--- src/rtl/icap_pkg.sv ---
// icap_pkg: shared constants and types for the ICAP streaming controller.
//   - ICAP command words used by the readback header and tail sequences
//   - configuration register addresses
//   - FSM state encoding
//   - sat_inc: 3-bit saturating increment used for sequence word indices
package icap_pkg;

  localparam logic [31:0] ICAP_SYNC    = 32'hAA99_5566;
  localparam logic [31:0] ICAP_NOOP    = 32'h2000_0000;
  localparam logic [31:0] ICAP_DESYNC  = 32'h0000_000D;
  localparam logic [31:0] ICAP_CMD_WR1 = 32'h3000_8001;  // type-1 write, CMD reg, 1 word
  localparam logic [31:0] ICAP_T1_RD   = 32'h2800_0001;  // type-1 read, 1 word, addr in [17:13]

  localparam logic [4:0] REG_STAT   = 5'h07;
  localparam logic [4:0] REG_IDCODE = 5'h0C;
  localparam logic [4:0] REG_CMD    = 5'h04;

  typedef enum logic [2:0] {
    ST_IDLE      = 3'd0,
    ST_WR        = 3'd1,
    ST_RD_HDR    = 3'd2,
    ST_RD_SWITCH = 3'd3,
    ST_RD_WAIT   = 3'd4,
    ST_RD_CAP    = 3'd5,
    ST_RD_BACK   = 3'd6,
    ST_RD_TAIL   = 3'd7
  } icap_state_e;

  function automatic logic [2:0] sat_inc(input logic [2:0] v, input logic [2:0] lim);
    return (v >= lim) ? lim : v + 3'd1;
  endfunction

endpackage

--- src/rtl/icap_rd_seq.sv ---
// icap_rd_seq: combinational ROM mapping a word index to the command word
// of the readback header (tail=0) or readback tail (tail=1) sequence.
// Ports:
//   tail  in   selects tail sequence instead of header
//   idx   in   word index within the selected sequence
//   addr  in   config register address inserted into the type-1 read
//   word  out  command word for this index
//   last  out  idx is the final word of the selected sequence
//   len   out  number of words in the selected sequence
module icap_rd_seq
  import icap_pkg::*;
#(
  parameter int NOOP_PAD = 2
) (
  input  logic        tail,
  input  logic [2:0]  idx,
  input  logic [4:0]  addr,
  output logic [31:0] word,
  output logic        last,
  output logic [2:0]  len
);

  // Header: SYNC, NOOP, type-1 read, NOOP_PAD x NOOP
  // Tail:   CMD write, DESYNC, NOOP_PAD x NOOP
  localparam logic [2:0] HDR_LEN  = 3'(3 + NOOP_PAD);
  localparam logic [2:0] TAIL_LEN = 3'(2 + NOOP_PAD);

  always_comb begin
    word = ICAP_NOOP;
    if (!tail) begin
      case (idx)
        3'd0:    word = ICAP_SYNC;
        3'd2:    word = ICAP_T1_RD | {14'd0, addr, 13'd0};
        default: word = ICAP_NOOP;
      endcase
    end else begin
      case (idx)
        3'd0:    word = ICAP_CMD_WR1;
        3'd1:    word = ICAP_DESYNC;
        default: word = ICAP_NOOP;
      endcase
    end
  end

  assign len  = tail ? TAIL_LEN : HDR_LEN;
  assign last = (idx == len - 3'd1);

endmodule

--- src/rtl/icap_stream_ctrl.sv ---
// icap_stream_ctrl: ICAP master for the ICAPE3 wrapper (words in natural
// bitstream order). Streams partial bitstream words into ICAP, runs a fixed
// single-register readback sequence, and reports PR status.
// Ports:
//   CLK, RESETN                   clock shared with ICAPE3, async active-low reset
//   s_data/s_valid/s_last/s_ready bitstream word stream
//   rd_req/rd_addr                one-cycle read request and register address
//   rd_data/rd_valid              captured register value and update pulse
//   busy                          high whenever the FSM is not IDLE
//   pr_done/pr_error              registered PRDONE, sticky PRERROR
//   icap_*                        registered ICAP controls and wrapper status
//   dbg_state                     current FSM state (icap_state_e encoding)
//
// Handshake: a word transfers on a rising edge where s_valid && s_ready.
// s_ready is only high in WR and follows icap_avail combinationally; the
// source must hold s_data/s_last stable while s_valid is high and unaccepted.
module icap_stream_ctrl
  import icap_pkg::*;
#(
  parameter int RD_LATENCY = 4,
  parameter int NOOP_PAD   = 2
) (
  input  logic        CLK,
  input  logic        RESETN,
  input  logic [31:0] s_data,
  input  logic        s_valid,
  input  logic        s_last,
  output logic        s_ready,
  input  logic        rd_req,
  input  logic [4:0]  rd_addr,
  output logic [31:0] rd_data,
  output logic        rd_valid,
  output logic        busy,
  output logic        pr_done,
  output logic        pr_error,
  output logic        icap_csib,
  output logic        icap_rdwrb,
  output logic [31:0] icap_i,
  input  logic        icap_avail,
  input  logic [31:0] icap_o,
  input  logic        icap_prdone,
  input  logic        icap_prerror,
  output logic [2:0]  dbg_state
);

  icap_state_e state;
  logic [2:0]  idx;
  logic [2:0]  lat;
  logic [4:0]  addr_q;
  logic [31:0] seq_word;
  logic        seq_last;
  logic [2:0]  seq_len;
  logic        wr_fire;

  icap_rd_seq #(.NOOP_PAD(NOOP_PAD)) u_rd_seq (
    .tail (state == ST_RD_TAIL),
    .idx  (idx),
    .addr (addr_q),
    .word (seq_word),
    .last (seq_last),
    .len  (seq_len)
  );

  assign s_ready   = (state == ST_WR) && icap_avail;
  assign wr_fire   = s_valid && s_ready;
  assign busy      = (state != ST_IDLE);
  assign dbg_state = state;

  // ICAP outputs are registered: what a state decides at an edge is seen on
  // the wrapper pins for the following cycle.
  always_ff @(posedge CLK or negedge RESETN) begin
    if (!RESETN) begin
      state      <= ST_IDLE;
      idx        <= 3'd0;
      lat        <= 3'd0;
      addr_q     <= 5'd0;
      icap_csib  <= 1'b1;
      icap_rdwrb <= 1'b0;
      icap_i     <= 32'd0;
      rd_data    <= 32'd0;
      rd_valid   <= 1'b0;
      pr_done    <= 1'b1;
      pr_error   <= 1'b0;
    end else begin
      rd_valid  <= 1'b0;
      icap_csib <= 1'b1;  // deselected unless this cycle issues a word or read
      pr_done   <= icap_prdone;

      // A new error always wins over the software-initiated clear.
      if (icap_prerror)
        pr_error <= 1'b1;
      else if ((state == ST_IDLE) && (rd_req || s_valid))
        pr_error <= 1'b0;

      case (state)
        ST_IDLE: begin
          icap_rdwrb <= 1'b0;
          if (rd_req) begin
            addr_q <= rd_addr;
            idx    <= 3'd0;
            state  <= ST_RD_HDR;
          end else if (s_valid) begin
            state <= ST_WR;
          end
        end

        ST_WR: begin
          if (wr_fire) begin
            icap_i    <= s_data;
            icap_csib <= 1'b0;
            if (s_last) state <= ST_IDLE;
          end
        end

        ST_RD_HDR, ST_RD_TAIL: begin
          if (icap_avail) begin
            icap_i    <= seq_word;
            icap_csib <= 1'b0;
            if (seq_last) begin
              idx   <= 3'd0;
              state <= (state == ST_RD_HDR) ? ST_RD_SWITCH : ST_IDLE;
            end else begin
              idx <= sat_inc(idx, seq_len);
            end
          end
        end

        // Direction only changes on cycles where CSIB is high.
        ST_RD_SWITCH: begin
          icap_rdwrb <= 1'b1;
          lat        <= 3'(RD_LATENCY - 1);
          state      <= ST_RD_WAIT;
        end

        ST_RD_WAIT: begin
          icap_csib <= 1'b0;
          if (lat == 3'd0) state <= ST_RD_CAP;
          else             lat   <= lat - 3'd1;
        end

        ST_RD_CAP: begin
          rd_data  <= icap_o;
          rd_valid <= 1'b1;
          state    <= ST_RD_BACK;
        end

        ST_RD_BACK: begin
          icap_rdwrb <= 1'b0;
          idx        <= 3'd0;
          state      <= ST_RD_TAIL;
        end

        default: state <= ST_IDLE;
      endcase
    end
  end

endmodule

--- config.mk ---
export PLATFORM = sky130hd
export DESIGN_NAME = icap_stream_ctrl
export DESIGN_NICKNAME = d
export VERILOG_FILES = /design/src/rtl/icap_pkg.sv /design/src/rtl/icap_rd_seq.sv /design/src/rtl/icap_stream_ctrl.sv
export SDC_FILE = /design/constraint.sdc
export NUM_CORES = 1
export LEC_CHECK = 0
export BUFFER_PORTS_ARGS = -buffer_cell sky130_fd_sc_hd__buf_2
export CELL_PAD_IN_SITES_DETAIL_PLACEMENT = 0
export CELL_PAD_IN_SITES_GLOBAL_PLACEMENT = 2
export CORE_ASPECT_RATIO = 1.4
export CORE_MARGIN = 8
export CORE_UTILIZATION = 29
export CTS_CLUSTER_DIAMETER = 80
export DETAILED_ROUTE_END_ITERATION = 6
export MAX_ROUTING_LAYER = met4
export PLACE_DENSITY = 0.82
export SETUP_SLACK_MARGIN = 0.05
export SLEW_MARGIN = 25
export SYNTH_ARGS = -nofsm -noshare
export SYNTH_HDL_FRONTEND = slang
export SYNTH_SLANG_ARGS = --single-unit
--- constraint.sdc ---
create_clock -name CLK -period 2.9 [get_ports CLK]
set_input_delay 0 -clock CLK [delete_from_list [all_inputs] [get_ports CLK]]
set_output_delay 0 -clock CLK [all_outputs]
set_load 0.05 [all_outputs]
* Word-level counts from Yosys, hierarchy flattened
Index checks and enable logic that the tools add are counted.
** Storage, ports and cells
- Flip-flop bits (word level) :: 83
- Latch bits :: 0
- Memory bits (writable) :: 0
- Bits in read-only memories :: 0
- Bits of input ports :: 77
- Word-level logic and storage cells :: 83
- Memories kept :: 0
** Operators by class
- $add $sub $neg :: 3
- Multiply operators :: 0
- Div/mod/pow operators :: 0
- Magnitude comparators :: 1
- Eq/ne operators :: 18
- Shifts and indexed selects :: 0
- Multiplexer cells :: 30
- Bitwise logic cells :: 0
- Reduce and logical (&&, ||, !) cells :: 20
** Operators with widths (number)
- case mux 32 bit (2 select lines) :: 2
- 2-to-1 mux 32 bit :: 3
- case mux 30 bit (2 select lines) :: 1
- 2-to-1 mux 3 bit :: 12
- case mux 3 bit (7 select lines) :: 1
- inequality test 2 bit (second input constant) :: 7
- == test 3 bit (second input constant) :: 4
- == test 3 x 2 -> 1 bit (second input constant) :: 3
- logical NOT 3 bit :: 3
- case mux 3 bit (3 select lines) :: 1
- nonzero test 2 bit :: 4
- == test 3 x 1 -> 1 bit (second input constant) :: 2
- 2-to-1 mux 1 bit :: 6
- case mux 3 bit (2 select lines) :: 1
- AND reduction 3 bit :: 2
- AND reduction 6 bit :: 1
- nonzero test 3 bit :: 2
- subtractor 3 x 1 -> 3 bit (second input constant) :: 2
- AND reduction 2 bit :: 2
- OR reduction 2 bit :: 2
- adder 3 x 1 -> 3 bit (second input constant) :: 1
- == test 3 bit :: 1
- greater-or-equal comparator 3 bit :: 1
- logical AND 1 bit :: 3
- other kinds (5) :: 5

* Logic depth before layout (Yosys ltp)
- Depth in word-level cells :: 7
- Depth in mapped cells :: 8
- Gate-level depth less buffers :: 7

* Cells and area by module
From an unflattened synthesis, not the netlist that was laid out.
** Unflattened totals
- Cell total of the unflattened synthesis :: 373
- Area, all modules :: 4216.5 µm²
** Modules (own cells, without submodules)
- icap_stream_ctrl :: times used 1, cells each 323, area each 3863.7 µm²
- icap_rd_seq :: times used 1, cells each 50, area each 352.8 µm²

* Least setup slack after synthesis
OpenSTA, ideal clock, no wires.
- Path kind :: reg2reg
- From :: reg state[1], in the netlist dbg_state[1]
- To :: reg state[0], in the netlist dbg_state[0]
- Arrival time :: 2.317 ns
- Data required time :: 2.775 ns
- Path slack :: 0.458 ns
- Stages on the path, launching flop included :: 8
- Path buffers :: 1
- Cell sequence :: dfrtp_1 > buf_2 > nand3_1 > ha_1 > nor2_1 > a311oi_4 > nor3_2 > mux2_4
** Between the ends
- Longest elaborated chain between the ends :: 6
** Ends and longest elaborated chain
- start, declared :: line icap_stream_ctrl.sv:46 : icap_state_e state;
- start signal, assigned :: line icap_stream_ctrl.sv:121 : state <= (state == ST_RD_HDR) ? ST_RD_SWITCH : ST_IDLE;
- == test 3 bit :: line icap_stream_ctrl.sv:56, icap_stream_ctrl.sv:95
- 2-to-1 mux 1 bit :: line icap_rd_seq.sv:45 : assign len = tail ? TAIL_LEN : HDR_LEN;
- subtractor 3 x 1 -> 3 bit :: line icap_rd_seq.sv:46 : assign last = (idx == len - 3'd1);
- == test 3 bit :: line icap_rd_seq.sv:46
- inequality test 2 bit (no source line)
- AND reduction 6 bit (no source line)
Parallel ways exist; a longest one is shown, timed or not. The select of a mux whose other input is x is not followed.
A chain may end at the register's enable or synchronous reset.

* Worst setup path in the final report
- From :: reg state[2], in the netlist dbg_state[2]
- To :: reg icap_i[19]
** Between the ends
- Longest elaborated chain between the ends :: 5
** Ends and longest elaborated chain
- == test 3 x 1 -> 1 bit :: line icap_stream_ctrl.sv:64, icap_stream_ctrl.sv:95
- logical AND 1 bit :: line icap_stream_ctrl.sv:64 : assign s_ready = (state == ST_WR) && icap_avail;
- logical AND 1 bit :: line icap_stream_ctrl.sv:65 : assign wr_fire = s_valid && s_ready;
- inequality test 2 bit (no source line)
- AND reduction 3 bit (no source line)
- end signal, assigned :: line icap_stream_ctrl.sv:109 : icap_i <= s_data;
- end signal, assigned :: line icap_stream_ctrl.sv:117 : icap_i <= seq_word;
- end, declared :: line icap_stream_ctrl.sv:38 : output logic [31:0] icap_i,
Parallel ways exist; a longest one is shown, timed or not. The select of a mux whose other input is x is not followed.

==> results.json <==
{
  "status": "finished, final reports clean",
  "synth_common_cells": "81 x dfrtp_1, 52 x nand2_1, 39 x o21ai_0",
  "synth_top_family_by_area": "compound AO/OA/AOI/OAI gates",
  "netlist_instances": 339,
  "synth_cell_types": 48,
  "hold_start": "s_data[28]",
  "die_w_um": 112,
  "hold_viol": 0,
  "cpMaxStageDelayCell": "o21ai_4",
  "cts_made_buffers": 9,
  "timing.fmax_mhz": 487,
  "met1_usage_pct": 15.0,
  "synth_edf_count": 0,
  "h-tree-depth": 3,
  "slew_headroom_pct": 47.6,
  "seq_power_share_pct": 27.3,
  "cp.required_ns": 3.10,
  "synth_most_common_cell": "dfrtp_1",
  "worstSetupPathType": "register to register",
  "register_area_um2": 2080,
  "multi_input_area_um2": 1520,
  "antenna_found_initial": 0,
  "synthTopCellsByArea": "dfrtp_1 54%, mux2_2 11%, o21ai_0 5.2%",
  "cp-end-kind": "register",
  "p_int_mw": 3.48,
  "hold_slack_ns": 0.0134,
  "hold_end": "icap_i[28]",
  "leakage_nw": 2.68,
  "finalSetupViolCount": 0,
  "drv_slew": 0,
  "area_growth_pct": 50.1,
  "sw_frac_of_total_pct": 51.5,
  "die-area_um2": 16800,
  "drc": 0,
  "fin_crit_sh_pct": 70.8,
  "drt_iter0_drc": 156,
  "r2r_end": "icap_i[19]",
  "cp_common_cell": "buf_4",
  "ys_warn_count": 0,
  "finalClockSkew_ns": 0.00701,
  "power_frac_clock_pct": 15.0,
  "ys.flop_type": "dfrtp_1",
  "startpoint_type": "register",
  "cts_sinks": 83,
  "synth_area_um2": 3730,
  "synth-compound-area-share_pct": 13.7,
  "postLayoutCoreUtil_pct": 44.1,
  "die_h_um": 150,
  "cts_tree": "built",
  "r2r_start": "dbg_state[2]",
  "path_cells": "buf_4 -> nand2b_2 -> and3_1 -> o21ai_4 -> buf_4 -> o21ai_0",
  "synth_top_area_cell": "dfrtp_1",
  "grt_max_degree": 84,
  "clk_path_buf_depth": 2,
  "grt.overflow.total": 0,
  "first_pass_iters": 6,
  "hp-class": "input port to register",
  "synth-simple-area-share_pct": 12.5,
  "rows": 49,
  "wirelength_mm": 11.5,
  "grt_use_met2_pct": 23.6,
  "syn_avg_cell_area_um2": 11.0,
  "worst_slack_ns": 0.845,
  "start_util_pct": 29.4,
  "rsz0062_at_grt": "no",
  "path_clk_slew_ns": 0.06,
  "syn_nets": 423,
  "post-synth-top-area-fraction_pct": 54.3,
  "cts_root_buffer": "clkbuf_16",
  "cap_violations": 0,
  "whs_path_depth": 3,
  "synth_mux_area_share_pct": 11.6,
  "critPathArrivalTime_ns": 2.26,
  "synthAdderAreaFrac_pct": 2.61,
  "routabilityCongestion": 0.864,
  "ys_async_sr_fraction_pct": 100,
  "ir_drop_v": 0.000584,
  "power.switching_mw": 3.71,
  "ant_nets": 0,
  "wl_per_cell_um": 16.1,
  "cp_top_family": "buffers and inverters",
  "nets": 638,
  "io_pins": 151,
  "worst_pin_slew_ns": 0.786,
  "grt_busiest_layer": "met2",
  "synth-seq-area-share_pct": 55.7,
  "synthXorXnorAreaFrac_pct": 0,
  "synth-seq-cells": 83,
  "use_met3_pct": 3.21,
  "dp_hpwl_mm": 8.13,
  "critPathBufInv": 2,
  "grt_pass1_wl_mm": 17.8,
  "ff2ff_setup_slack_ns": 0.85,
  "cpPeakStageDelay_ns": 0.39,
  "grt_pass1_vias": 3451,
  "fillers": 1192,
  "grt.total_usage_pct": 13.8,
  "critPathMaxFanout": 24,
  "pwr-share-comb_pct": 57.7,
  "place_ws_ns": 0.846,
  "io_buffers": 150,
  "reg2reg_depth": 6,
  "layout-drive-gt1-share_pct": 39.9,
  "vias_per_cell": 4.65,
  "vias": 3320,
  "insertion_delay_ns": 0.34,
  "pwr_density_cell_nw_per_um2": 1280,
  "fin_tns_setup_ns": 0,
  "finalCriticalPeriod_ns": 2.05,
  "coreArea_um2": 12700,
  "post-cts-setup-buffers": 0
}
==> sequential cells by signal, indices dropped and copies added (netlist names) <==
| register | count |
|---|---|
| addr_q | 5 |
| pr_done | 1 |
| icap_i | 32 |
| idx | 3 |
| lat | 3 |
| rd_valid | 1 |
| pr_error | 1 |
| dbg_state | 3 |
| icap_rdwrb | 1 |
| rd_data | 32 |
| icap_csib | 1 |
==> cell families (layout without fill, tap and decap cells) <==
| family | Yosys count | in the layout |
|---|---|---|
| flip-flops | 83 | 83 |
| AO/OA/AOI/OAI | 87 | 87 |
| buffers and inverters | 30 | 250 |
| AND/OR/NAND/NOR | 93 | 93 |
| adder cells (fa/ha/maj) | 8 | 8 |
| other | 0 | 2 |
| multiplexers | 38 | 38 |
==> stage by stage <==
| stage | instance area [um2] | instances | total power [mW] |
|---|---|---|---|
| 3_3_place_gp | 4630 | 628 | 6.01 |
| 2_1_floorplan | 3730 | 339 | 5.10 |
| 3_5_place_dp | 4640 | 628 | 6.09 |
| 4_1_cts | 5600 | 712 | 7.27 |
| 5_1_grt | 5600 | 712 | 7.63 |
| 6_report | 5600 | 714 | 7.19 |
==> power by group through the flow <==
stage	logic, mW	registers [mW]	clock network, mW
after detailed placement	4.10	1.99	0
after CTS	4.18	1.96	1.12
after global placement	4.04	1.97	0
after floorplan	1.50	3.60	0
after global routing	4.43	2.03	1.17
final	4.15	1.96	1.08
==> cells in the final DEF (no fill, tap or decap), drive strengths merged, types with 7 or more instances in the layout <==
cell	count
dfrtp	81
buf	158
clkbuf	10
o21ai	42
ha	7
nor2	12
inv	11
nand2	52
a21oi	23
mux2	38
dlygate4sd3	68
==> timing repair <==
action	in CTS	in global routing
hold buffers	68	0
resized for setup	0	0
hold endpoints to repair	148	0
==> worst max path at each step <==
stage	start	end	slack [ns]	cells past startpoint
2_1_floorplan	dbg_state[1]	dbg_state[0]	0.46	7
3_3_place_gp	dbg_state[2]	icap_i[7]	0.91	6
3_5_place_dp	dbg_state[2]	icap_i[6]	0.85	6
4_1_cts	dbg_state[2]	icap_i[6]	0.84	6
5_1_grt	dbg_state[2]	icap_i[25]	0.67	7
6_report	dbg_state[2]	icap_i[19]	0.85	6
==> area by class of cell <==
class / count / share of cell area (%)
Sequential cell: 83 / 37.1
Multi-Input combinational cell: 226 / 27.1
Timing Repair Buffer: 226 / 26.7
Clock buffer: 10 / 4.09
Tap cell: 153 / 3.42
Clock inverter: 6 / 0.871
Inverter: 8 / 0.536
Antenna cell: 2 / 0.0893
==> worst reg2reg max path, delay by kind of cell (launching register included) <==
family          cells  cell delay (ns)
simple gates        2             0.50
buf+inv             2             0.53
compound gates      2             0.53
flops               1             0.37
==> layer usage <==
layer  wire [um]  vias up
met5           0        -
met4         285        0
met3         483       20
met2        5990       91
met1        4740     1593
li1            -     1616
Note: power is estimated with default switching activity, not from simulation.
